===== src/rtl/cpu_pkg.sv =====
// Shared opcode constants, sequencer state encoding and opcode-class helpers.
package cpu_pkg;

  // Opcode 0 is left unassigned so an idle alu_op of 0 never looks like a real operation.
  localparam logic [31:0] OpAdd = 32'd1;
  localparam logic [31:0] OpSub = 32'd2;
  localparam logic [31:0] OpAnd = 32'd3;
  localparam logic [31:0] OpOr  = 32'd4;
  localparam logic [31:0] OpShr = 32'd5;
  localparam logic [31:0] OpShl = 32'd6;
  localparam logic [31:0] OpRor = 32'd7;
  localparam logic [31:0] OpRol = 32'd8;
  localparam logic [31:0] OpMul = 32'd9;
  localparam logic [31:0] OpDiv = 32'd10;
  localparam logic [31:0] OpNot = 32'd11;
  localparam logic [31:0] OpNeg = 32'd12;

  typedef enum logic [2:0] {
    StIdle,
    StTy,
    StTu,
    StTc,
    StWr,
    StLo,
    StHi,
    StDone
  } state_e;

  // Two-source ops that write a single result register.
  function automatic logic is_binary(logic [31:0] op);
    return op inside {OpAdd, OpSub, OpAnd, OpOr, OpShr, OpShl, OpRor, OpRol};
  endfunction

  // Two-source ops whose result lands in the LO/HI pair.
  function automatic logic is_muldiv(logic [31:0] op);
    return op inside {OpMul, OpDiv};
  endfunction

  // Single-source ops.
  function automatic logic is_unary(logic [31:0] op);
    return op inside {OpNot, OpNeg};
  endfunction

endpackage


===== src/rtl/alu_op_sequencer_if.sv =====
// Handshake and datapath-control bundle between an issuer and the ALU op sequencer.
interface alu_op_sequencer_if #(
  parameter int unsigned NUM_REGS = 16,
  parameter int unsigned OP_WIDTH = 5
);
  localparam int unsigned IdxW = $clog2(NUM_REGS);

  logic                start;
  logic [OP_WIDTH-1:0] op;
  logic [IdxW-1:0]     ra;
  logic [IdxW-1:0]     rb;
  logic [IdxW-1:0]     rc;

  logic [NUM_REGS-1:0] reg_out;
  logic [NUM_REGS-1:0] reg_in;
  logic                y_in;
  logic                z_in;
  logic                zlow_out;
  logic                zhigh_out;
  logic                lo_in;
  logic                hi_in;
  logic [OP_WIDTH-1:0] alu_op;
  logic                busy;
  logic                done;
  logic                err;

  modport master (
    output start, op, ra, rb, rc,
    input  reg_out, reg_in, y_in, z_in, zlow_out, zhigh_out, lo_in, hi_in,
    input  alu_op, busy, done, err
  );

  modport slave (
    input  start, op, ra, rb, rc,
    output reg_out, reg_in, y_in, z_in, zlow_out, zhigh_out, lo_in, hi_in,
    output alu_op, busy, done, err
  );

endinterface


===== src/rtl/reg_select_decoder.sv =====
// Register index plus enable to one-hot select vector.
module reg_select_decoder #(
  parameter int unsigned NUM_REGS = 16
) (
  input  logic [$clog2(NUM_REGS)-1:0] idx,
  input  logic                        en,
  output logic [NUM_REGS-1:0]         onehot
);
  localparam int unsigned IdxW = $clog2(NUM_REGS);

  // Compare against every slot so an out-of-range index simply selects nothing.
  always_comb begin
    onehot = '0;
    for (int unsigned i = 0; i < NUM_REGS; i++) begin
      onehot[i] = en && (idx == IdxW'(i));
    end
  end

endmodule


===== src/rtl/alu_op_sequencer.sv =====
// Micro-sequencer issuing register/ALU control strobes for one operation per start.
module alu_op_sequencer
  import cpu_pkg::*;
#(
  parameter int unsigned NUM_REGS = 16,
  parameter int unsigned OP_WIDTH = 5
) (
  input logic               clock,
  input logic               clear,
  alu_op_sequencer_if.slave bus
);
  localparam int unsigned IdxW = $clog2(NUM_REGS);

  state_e              state_q, state_d;
  logic [OP_WIDTH-1:0] op_q, op_d;
  logic [IdxW-1:0]     ra_q, ra_d, rb_q, rb_d, rc_q, rc_d;

  // Next-cycle output values; registered so outputs are glitch-free state decodes.
  logic [IdxW-1:0]     out_idx;
  logic                out_en, in_en;
  logic [NUM_REGS-1:0] reg_out_d, reg_out_q, reg_in_d, reg_in_q;
  logic                y_in_d, y_in_q, z_in_d, z_in_q;
  logic                zlow_out_d, zlow_out_q, zhigh_out_d, zhigh_out_q;
  logic                lo_in_d, lo_in_q, hi_in_d, hi_in_q;
  logic [OP_WIDTH-1:0] alu_op_d, alu_op_q;
  logic                busy_d, busy_q, done_d, done_q, err_d, err_q;

  // Next state and operand latch; start is only looked at in idle.
  always_comb begin
    state_d = state_q;
    op_d    = op_q;
    ra_d    = ra_q;
    rb_d    = rb_q;
    rc_d    = rc_q;
    unique case (state_q)
      StIdle: begin
        if (bus.start) begin
          op_d = bus.op;
          ra_d = bus.ra;
          rb_d = bus.rb;
          rc_d = bus.rc;
          if (is_binary(32'(bus.op)) || is_muldiv(32'(bus.op))) begin
            state_d = StTy;
          end else if (is_unary(32'(bus.op))) begin
            state_d = StTu;
          end else begin
            state_d = StDone;
          end
        end
      end
      StTy:    state_d = StTc;
      StTc:    state_d = is_muldiv(32'(op_q)) ? StLo : StWr;
      StTu:    state_d = StWr;
      StWr:    state_d = StDone;
      StLo:    state_d = StHi;
      StHi:    state_d = StDone;
      StDone:  state_d = StIdle;
      default: state_d = StIdle;
    endcase
  end

  // Decode outputs for the upcoming state from the upcoming operands.
  always_comb begin
    out_idx     = rb_d;
    out_en      = 1'b0;
    in_en       = 1'b0;
    y_in_d      = 1'b0;
    z_in_d      = 1'b0;
    zlow_out_d  = 1'b0;
    zhigh_out_d = 1'b0;
    lo_in_d     = 1'b0;
    hi_in_d     = 1'b0;
    alu_op_d    = '0;
    done_d      = 1'b0;
    err_d       = 1'b0;
    busy_d      = (state_d != StIdle);
    unique case (state_d)
      StTy: begin
        out_en = 1'b1;
        y_in_d = 1'b1;
      end
      StTc: begin
        out_idx  = rc_d;
        out_en   = 1'b1;
        z_in_d   = 1'b1;
        alu_op_d = op_d;
      end
      StTu: begin
        out_en   = 1'b1;
        z_in_d   = 1'b1;
        alu_op_d = op_d;
      end
      StWr: begin
        zlow_out_d = 1'b1;
        in_en      = 1'b1;
      end
      StLo: begin
        zlow_out_d = 1'b1;
        lo_in_d    = 1'b1;
      end
      StHi: begin
        zhigh_out_d = 1'b1;
        hi_in_d     = 1'b1;
      end
      StDone: begin
        done_d = 1'b1;
        err_d  = !(is_binary(32'(op_d)) || is_muldiv(32'(op_d)) || is_unary(32'(op_d)));
      end
      default: ;
    endcase
  end

  reg_select_decoder #(
    .NUM_REGS(NUM_REGS)
  ) u_out_dec (
    .idx    (out_idx),
    .en     (out_en),
    .onehot (reg_out_d)
  );

  reg_select_decoder #(
    .NUM_REGS(NUM_REGS)
  ) u_in_dec (
    .idx    (ra_d),
    .en     (in_en),
    .onehot (reg_in_d)
  );

  // State, operands and outputs; clear wins over everything including start.
  always_ff @(posedge clock) begin
    if (clear) begin
      state_q     <= StIdle;
      op_q        <= '0;
      ra_q        <= '0;
      rb_q        <= '0;
      rc_q        <= '0;
      reg_out_q   <= '0;
      reg_in_q    <= '0;
      y_in_q      <= 1'b0;
      z_in_q      <= 1'b0;
      zlow_out_q  <= 1'b0;
      zhigh_out_q <= 1'b0;
      lo_in_q     <= 1'b0;
      hi_in_q     <= 1'b0;
      alu_op_q    <= '0;
      busy_q      <= 1'b0;
      done_q      <= 1'b0;
      err_q       <= 1'b0;
    end else begin
      state_q     <= state_d;
      op_q        <= op_d;
      ra_q        <= ra_d;
      rb_q        <= rb_d;
      rc_q        <= rc_d;
      reg_out_q   <= reg_out_d;
      reg_in_q    <= reg_in_d;
      y_in_q      <= y_in_d;
      z_in_q      <= z_in_d;
      zlow_out_q  <= zlow_out_d;
      zhigh_out_q <= zhigh_out_d;
      lo_in_q     <= lo_in_d;
      hi_in_q     <= hi_in_d;
      alu_op_q    <= alu_op_d;
      busy_q      <= busy_d;
      done_q      <= done_d;
      err_q       <= err_d;
    end
  end

  assign bus.reg_out   = reg_out_q;
  assign bus.reg_in    = reg_in_q;
  assign bus.y_in      = y_in_q;
  assign bus.z_in      = z_in_q;
  assign bus.zlow_out  = zlow_out_q;
  assign bus.zhigh_out = zhigh_out_q;
  assign bus.lo_in     = lo_in_q;
  assign bus.hi_in     = hi_in_q;
  assign bus.alu_op    = alu_op_q;
  assign bus.busy      = busy_q;
  assign bus.done      = done_q;
  assign bus.err       = err_q;

endmodule


===== src/flat_wrapper.sv =====
// flat-port wrapper written by rule: the top's interface ports become plain ports
module alu_op_sequencer_flat import cpu_pkg::*;
#(
  parameter int unsigned NUM_REGS = 16,
  parameter int unsigned OP_WIDTH = 5
)
  (clock, clear, bus_start, bus_op, bus_ra, bus_rb, bus_rc, bus_reg_out, bus_reg_in, bus_y_in, bus_z_in, bus_zlow_out, bus_zhigh_out, bus_lo_in, bus_hi_in, bus_alu_op, bus_busy, bus_done, bus_err);
  alu_op_sequencer_if #(.NUM_REGS(NUM_REGS), .OP_WIDTH(OP_WIDTH)) bus_i ();
  input logic clock;
  input logic clear;
  input wire logic [$bits(bus_i.start)-1:0] bus_start;
  input wire logic [$bits(bus_i.op)-1:0] bus_op;
  input wire logic [$bits(bus_i.ra)-1:0] bus_ra;
  input wire logic [$bits(bus_i.rb)-1:0] bus_rb;
  input wire logic [$bits(bus_i.rc)-1:0] bus_rc;
  output wire logic [$bits(bus_i.reg_out)-1:0] bus_reg_out;
  output wire logic [$bits(bus_i.reg_in)-1:0] bus_reg_in;
  output wire logic [$bits(bus_i.y_in)-1:0] bus_y_in;
  output wire logic [$bits(bus_i.z_in)-1:0] bus_z_in;
  output wire logic [$bits(bus_i.zlow_out)-1:0] bus_zlow_out;
  output wire logic [$bits(bus_i.zhigh_out)-1:0] bus_zhigh_out;
  output wire logic [$bits(bus_i.lo_in)-1:0] bus_lo_in;
  output wire logic [$bits(bus_i.hi_in)-1:0] bus_hi_in;
  output wire logic [$bits(bus_i.alu_op)-1:0] bus_alu_op;
  output wire logic [$bits(bus_i.busy)-1:0] bus_busy;
  output wire logic [$bits(bus_i.done)-1:0] bus_done;
  output wire logic [$bits(bus_i.err)-1:0] bus_err;
  assign bus_i.start = bus_start;
  assign bus_i.op = bus_op;
  assign bus_i.ra = bus_ra;
  assign bus_i.rb = bus_rb;
  assign bus_i.rc = bus_rc;
  assign bus_reg_out = bus_i.reg_out;
  assign bus_reg_in = bus_i.reg_in;
  assign bus_y_in = bus_i.y_in;
  assign bus_z_in = bus_i.z_in;
  assign bus_zlow_out = bus_i.zlow_out;
  assign bus_zhigh_out = bus_i.zhigh_out;
  assign bus_lo_in = bus_i.lo_in;
  assign bus_hi_in = bus_i.hi_in;
  assign bus_alu_op = bus_i.alu_op;
  assign bus_busy = bus_i.busy;
  assign bus_done = bus_i.done;
  assign bus_err = bus_i.err;
  alu_op_sequencer #(.NUM_REGS(NUM_REGS), .OP_WIDTH(OP_WIDTH)) u_core (.clock(clock), .clear(clear), .bus(bus_i));
endmodule

===== config.mk =====
export PLATFORM = sky130hd
export DESIGN_NAME = alu_op_sequencer_flat
export DESIGN_NICKNAME = d
export VERILOG_FILES = /design/src/rtl/cpu_pkg.sv /design/src/rtl/alu_op_sequencer_if.sv /design/src/rtl/reg_select_decoder.sv /design/src/rtl/alu_op_sequencer.sv /design/src/flat_wrapper.sv
export SDC_FILE = /design/constraint.sdc
export NUM_CORES = 1
export LEC_CHECK = 0
export BUFFER_PORTS_ARGS = -buffer_cell sky130_fd_sc_hd__buf_4
export CORE_UTILIZATION = 52
export DETAILED_ROUTE_END_ITERATION = 12
export PLACE_DENSITY = 0.79
export SLEW_MARGIN = 20
export SYNTH_ARGS = -nofsm -noshare
export SYNTH_HDL_FRONTEND = slang
export SYNTH_HIERARCHICAL = 1
export SYNTH_SLANG_ARGS = --single-unit
export TNS_END_PERCENT = 100

===== constraint.sdc =====
create_clock -name clock -period 2.2 [get_ports clock]
set_input_delay 0.11 -clock clock [delete_from_list [all_inputs] [get_ports clock]]
set_output_delay 0.11 -clock clock [all_outputs]
set_load 0.03 [all_outputs]

**Word-level counts from Yosys, hierarchy flattened**

Cells that the tools add are included.

- Output and inout port bits: 46
- Flip-flop bits (word level): 65
- Bits of input ports: 20
- Word-level logic and storage cells: 163

- Reductions and logical operators: 53
- Equal/unequal tests: 70
- Muxes and demuxes: 22
- Bitwise gates (word level): 2

Operators with widths:

| cell | number |
|---|---|
| equality test 4 bit (second input constant) | 16 |
| equality test 5 x 4 -> 1 bit (second input constant) | 12 |
| equality test 5 x 3 -> 1 bit (second input constant) | 8 |
| equality test 4 x 3 -> 1 bit (second input constant) | 8 |
| logical AND 1 bit | 32 |
| 2-to-1 mux 4 bit | 7 |
| equality test 3 bit (second input constant) | 8 |
| one-hot mux 3 bit (7 select lines) | 1 |
| equality test 5 x 2 -> 1 bit (second input constant) | 4 |
| equality test 4 x 2 -> 1 bit (second input constant) | 4 |
| nonzero test 8 bit | 2 |
| equality test 3 x 2 -> 1 bit (second input constant) | 4 |
| equality test 5 x 1 -> 1 bit (second input constant) | 2 |
| 2-to-1 mux 5 bit | 2 |
| nonzero test 2 bit | 5 |
| OR reduction 2 bit | 5 |
| 2-to-1 mux 1 bit | 9 |
| 2-to-1 mux 3 bit | 3 |
| equality test 4 x 1 -> 1 bit (second input constant) | 2 |
| logical NOT 4 bit | 2 |
| equality test 3 x 1 -> 1 bit (second input constant) | 2 |
| logical NOT 3 bit | 1 |
| logical OR 1 bit | 3 |
| nonzero test 3 bit | 1 |
| 3 further kinds | 4 |

**Depth between registers and ports, before layout**

- Word-level depth: 10
- Mapped depth: 8
- Depth with buffers taken out: 7

**Hierarchy**

The synthesis kept the hierarchy.

By module, submodules not included:

| module | area each (um2) | times used | seq. area each (um2) | cells each |
|---|---|---|---|---|
| alu_op_sequencer | 2,290.9 | 1 | 1,301.2 | 225 |
| reg_select_decoder | 117.6 | 2 | 0.0 | 23 |

**Worst setup path after synthesis**

No wires, ideal clock.

- Kind: reg2reg
- From: register u_core.state_q[1]
- To: register u_core.reg_out_q[2], in the netlist u_core/bus.reg_out[2]
- Stages on the path, launching flop included: 8
- Data arrival time: 1,820 ps
- Library setup time: 128 ps
- Path buffers: 1
- Setup slack: 252 ps
- Path through: dfxtp_1 -> or2_2 -> buf_2 -> a2bb2oi_1 -> o21ai_0 -> nand2b_1 -> nor2_1 -> nor2b_1

- Cells in the longest elaborated chain, start to end: 7
- Elaborated cells between the ends (all ways): 21
- Classes of those cells: 11 x eq/ne; 6 x mux; 4 x reduce/logical

RTL lines:

| element | line | RTL |
|---|---|---|
| from (decl) | alu_op_sequencer.sv:14 | `state_e state_q, state_d;` |
| from (signal assigned) | alu_op_sequencer.sv:132 | `state_q <= StIdle;` |
| from (signal assigned) | alu_op_sequencer.sv:150 | `state_q <= state_d;` |
| equality test 3 bit | alu_op_sequencer.sv:35 | `unique case (state_q)` |
| OR reduction 2 bit (no source line) | n/a |  |
| one-hot mux 3 bit (7 select lines) | alu_op_sequencer.sv:35 |  |
| equality test 3 x 2 -> 1 bit | alu_op_sequencer.sv:77 | `unique case (state_d)` |
| 2-to-1 mux 4 bit (*) | alu_op_sequencer.sv:77 |  |
| net u_core.out_idx[0] | alu_op_sequencer.sv:19 | `logic [IdxW-1:0] out_idx;` |
| equality test 4 x 2 -> 1 bit (*) | reg_select_decoder.sv:15 | `onehot[i] = en && (idx == IdxW'(i));` |
| logical AND 1 bit (*) | reg_select_decoder.sv:15 |  |
| net u_core.reg_out_d[2] | alu_op_sequencer.sv:21 | `logic [NUM_REGS-1:0] reg_out_d, reg_out_q, reg_in_d, reg_in_q;` |
| to (signal assigned) | alu_op_sequencer.sv:155 | `reg_out_q <= reg_out_d;` |
| to (decl) | alu_op_sequencer.sv:21 |  |

Mark *: on every way through the listed nets, which the timed path passes. The rest lies on a longest branch.
A chain may end at the register's enable or synchronous reset.

**Worst setup path after layout**

- From: register u_core.state_q[2]
- To: register u_core.reg_in_q[14], in the netlist u_core/bus.reg_in[14]

- Elaborated cells between the ends (all ways): 16
- Classes of those cells: 9 x eq/ne; 4 x mux; 3 x reduce/logical

RTL lines:

| element | line | RTL |
|---|---|---|
| logical NOT 3 bit | alu_op_sequencer.sv:35 |  |
| 2-to-1 mux 4 bit | alu_op_sequencer.sv:35 |  |
| net u_core.ra_d[0] | alu_op_sequencer.sv:16 | `logic [IdxW-1:0] ra_q, ra_d, rb_q, rb_d, rc_q, rc_d;` |
| equality test 4 bit | reg_select_decoder.sv:15 |  |
| logical AND 1 bit | reg_select_decoder.sv:15 |  |
| net u_core.reg_in_d[14] | alu_op_sequencer.sv:21 |  |
| to (signal assigned) | alu_op_sequencer.sv:156 | `reg_in_q <= reg_in_d;` |
| to (decl) | alu_op_sequencer.sv:21 |  |

The timed path passes the listed nets, and every way through them passes these cells.

==> results.cfg <==
[timing]
period_share_pct = 92.7
holdWs_ns = 0.0139
finalSetupTns_ns = 0
skew_ns = 0.00418
hold_violations = 0
tightest_slew_ns = 0.483
setup_ws_ns = 0.161
slew_violations = 0
maxSlewHeadroom_pct = 67.8
max_freq_mhz = 490
final-setup-viol-count = 0
min_period_ns = 2.04
rsz0062_at_grt = no

[floorplanning]
die_h_um = 71.7
pin_count = 66
coreArea_sq_mm = 0.00450
std_cell_rows = 24
die_area_sq_mm = 0.00514
start_util_pct = 56.1
die_x_um = 71.7

[finish]
fin_cells = 396
diodes = 0
final_util_pct = 72.0
syn2layout_area_growth_pct = 28.4
drive_gt1_share_pct = 29.7
nNetsFinal = 360
final_area_sq_mm = 0.00324
fillers = 359

[power]
cellLeakagePower_nw = 1.44
finalPower_mw = 2.88
p_per_area_mw_per_mm2 = 888
max-vdd-ir-drop_v = 0.000506

[cts]
ctsHtreeMaxLevel = 3
postCtsHoldBufs = 0
post_cts_buffers = 0
clkTransAtPathRegs_ns = 0.06
root_buffer = clkbuf_8
cts_resized = 0
tritoncts = done
cts_made_buffers = 9
clock_path_buffers = 2
clock-sinks = 65
clk_latency_ns = 0.34

[worst_setup_path]
crit_arrival_ns = 2.31
crit_required_ns = 2.47
cp-start-kind = register
crit_type = reg2reg
worstPathMaxFanout = 13
end_kind = register

[yosys]
seq_area_frac_synth_pct = 51.5
synth_area_sq_mm = 0.00253
ys_warn_count = 6
syn-instance-count = 271
synth_cell_types = 45
ys_seq_elements = 65
postSynthAreaPerCell_sq_um = 9.32
synth-edff-count = 0
ys.flop_type = dfxtp_1
syn_nets = 291
async_reset_ff_share_pct = 0

[routing]
wirelength_um = 5160
drt.antenna.violating_nets = 0
drt_iter0_drc = 137
routed_via_density = 5.16
wl_per_cell_um = 13.0
drc = 0
via_count = 2045
firstDrtPassIters = 4

[global_routing]
grt_pass1_wl_um = 8540
grt_max_degree = 51
grt.overflow.total = 0
grt_pass1_vias = 1884
antenna_found_initial = 0
track_usage_pct = 21.7

[placement]
dpl.cell_count = 381
dpl-instance-area_sq_mm = 0.00305
dp_hpwl_um = 3590
preCtsSetupSlack_ns = 0.203
numPortBuffers = 65
place_congestion = 0.766

[status]
status = completed

[run]
maxCapViolations = 0

[hold_path]
min_path_type = in2reg
[metal layers]
layer | track usage [%] | vias to the layer above | wire length [um]
met5 | 0 | - | 0
met4 | 10.0 | 0 | 93
met3 | 7.74 | 11 | 297
met2 | 35.4 | 67 | 2480
met1 | 25.7 | 921 | 2280
li1 | - | 1046 | -
[path summary, 6_finish.rpt]
check	from	to	slack (ns)	depth (start not counted)
max	u_core/state_q[2]	u_core/bus.reg_in[14]	0.16	7
min	bus_rc[2]	u_core/rc_q[2]	0.01	3
max reg2reg	u_core/state_q[2]	u_core/bus.reg_in[14]	0.16	7
min reg2reg	u_core/rc_q[2]	u_core/rc_q[2]	0.46	2
[critical path, cell delays in order, from the launching register on]
cell	delay, ns
dfxtp_1	0.39
nor3_4	0.32
and2_4	0.23
buf_4	0.22
mux2_4	0.36
nand2b_1	0.20
nor2_1	0.10
nor2b_1	0.15
[cell families after synthesis]
kind of cell | after synthesis | share of synthesized area [%]
AND/OR/NAND/NOR | 139 | 29.2
flip-flops | 65 | 51.5
AO/OA/AOI/OAI | 39 | 10.9
buffers and inverters | 18 | 3.66
multiplexers | 9 | 4.36
XOR/XNOR | 1 | 0.347
[report_power, final]
part           leakage (nW)  switching [mW]  internal [mW]  total, mW
clock network         0.102           0.415          0.575      0.990
registers             0.528          0.0516           1.25       1.30
logic                 0.810           0.341          0.250      0.591
[placed cells by master, fill, tap and decap left out, drive strengths merged, types with 5 or more instances in the layout]
master,n
clkbuf,12
nand3,5
nand2b,5
inv,6
dfxtp,65
nor3,10
a21oi,13
nor2b,34
and2,5
nand2,24
mux2i,5
buf,70
nor2,41
[state kept, by name (all words and copies together) (netlist names), 3 cells and up]
name / cells
u_core/state_q: 3
u_core/op_q: 5
u_core/bus.alu_op: 5
u_core/rb_q: 4
u_core/bus.reg_in: 16
u_core/rc_q: 4
u_core/bus.reg_out: 16
u_core/ra_q: 4
[cell usage after synthesis, types with 2 or more instances]
master / count / share of area (%)
nor2_1: 41 / 6.1
nand2b_1: 5 / 1.2
nand2_1: 24 / 3.6
o211a_1: 2 / 0.79
nor4_1: 4 / 0.99
dfxtp_1: 65 / 52
nand3b_1: 4 / 1.2
nor3_2: 2 / 0.79
a21oi_1: 13 / 2.6
inv_1: 6 / 0.89
mux2i_1: 5 / 2.0
clkbuf_1: 6 / 0.89
nand3_1: 5 / 0.99
and2_1: 4 / 0.99
or3b_4: 2 / 0.89
nor2b_1: 34 / 8.4
a22oi_1: 4 / 1.2
a211o_1: 2 / 0.69
buf_2: 2 / 0.40
nor3_1: 7 / 1.4
a2bb2oi_1: 4 / 1.4
o21ai_0: 4 / 0.79
mux2_4: 4 / 2.4
[layout make-up]
cell class,instances,area [sq um],area share [%]
Clock buffer,12,155,4.78
Clock inverter,3,40.0,1.23
Inverter,6,22.5,0.694
Multi-Input combinational cell,188,1130,35.0
Sequential cell,65,1300,40.1
Tap cell,52,65.1,2.01
Timing Repair Buffer,70,526,16.2
No activity file was read; power rests on OpenSTA's default activity.
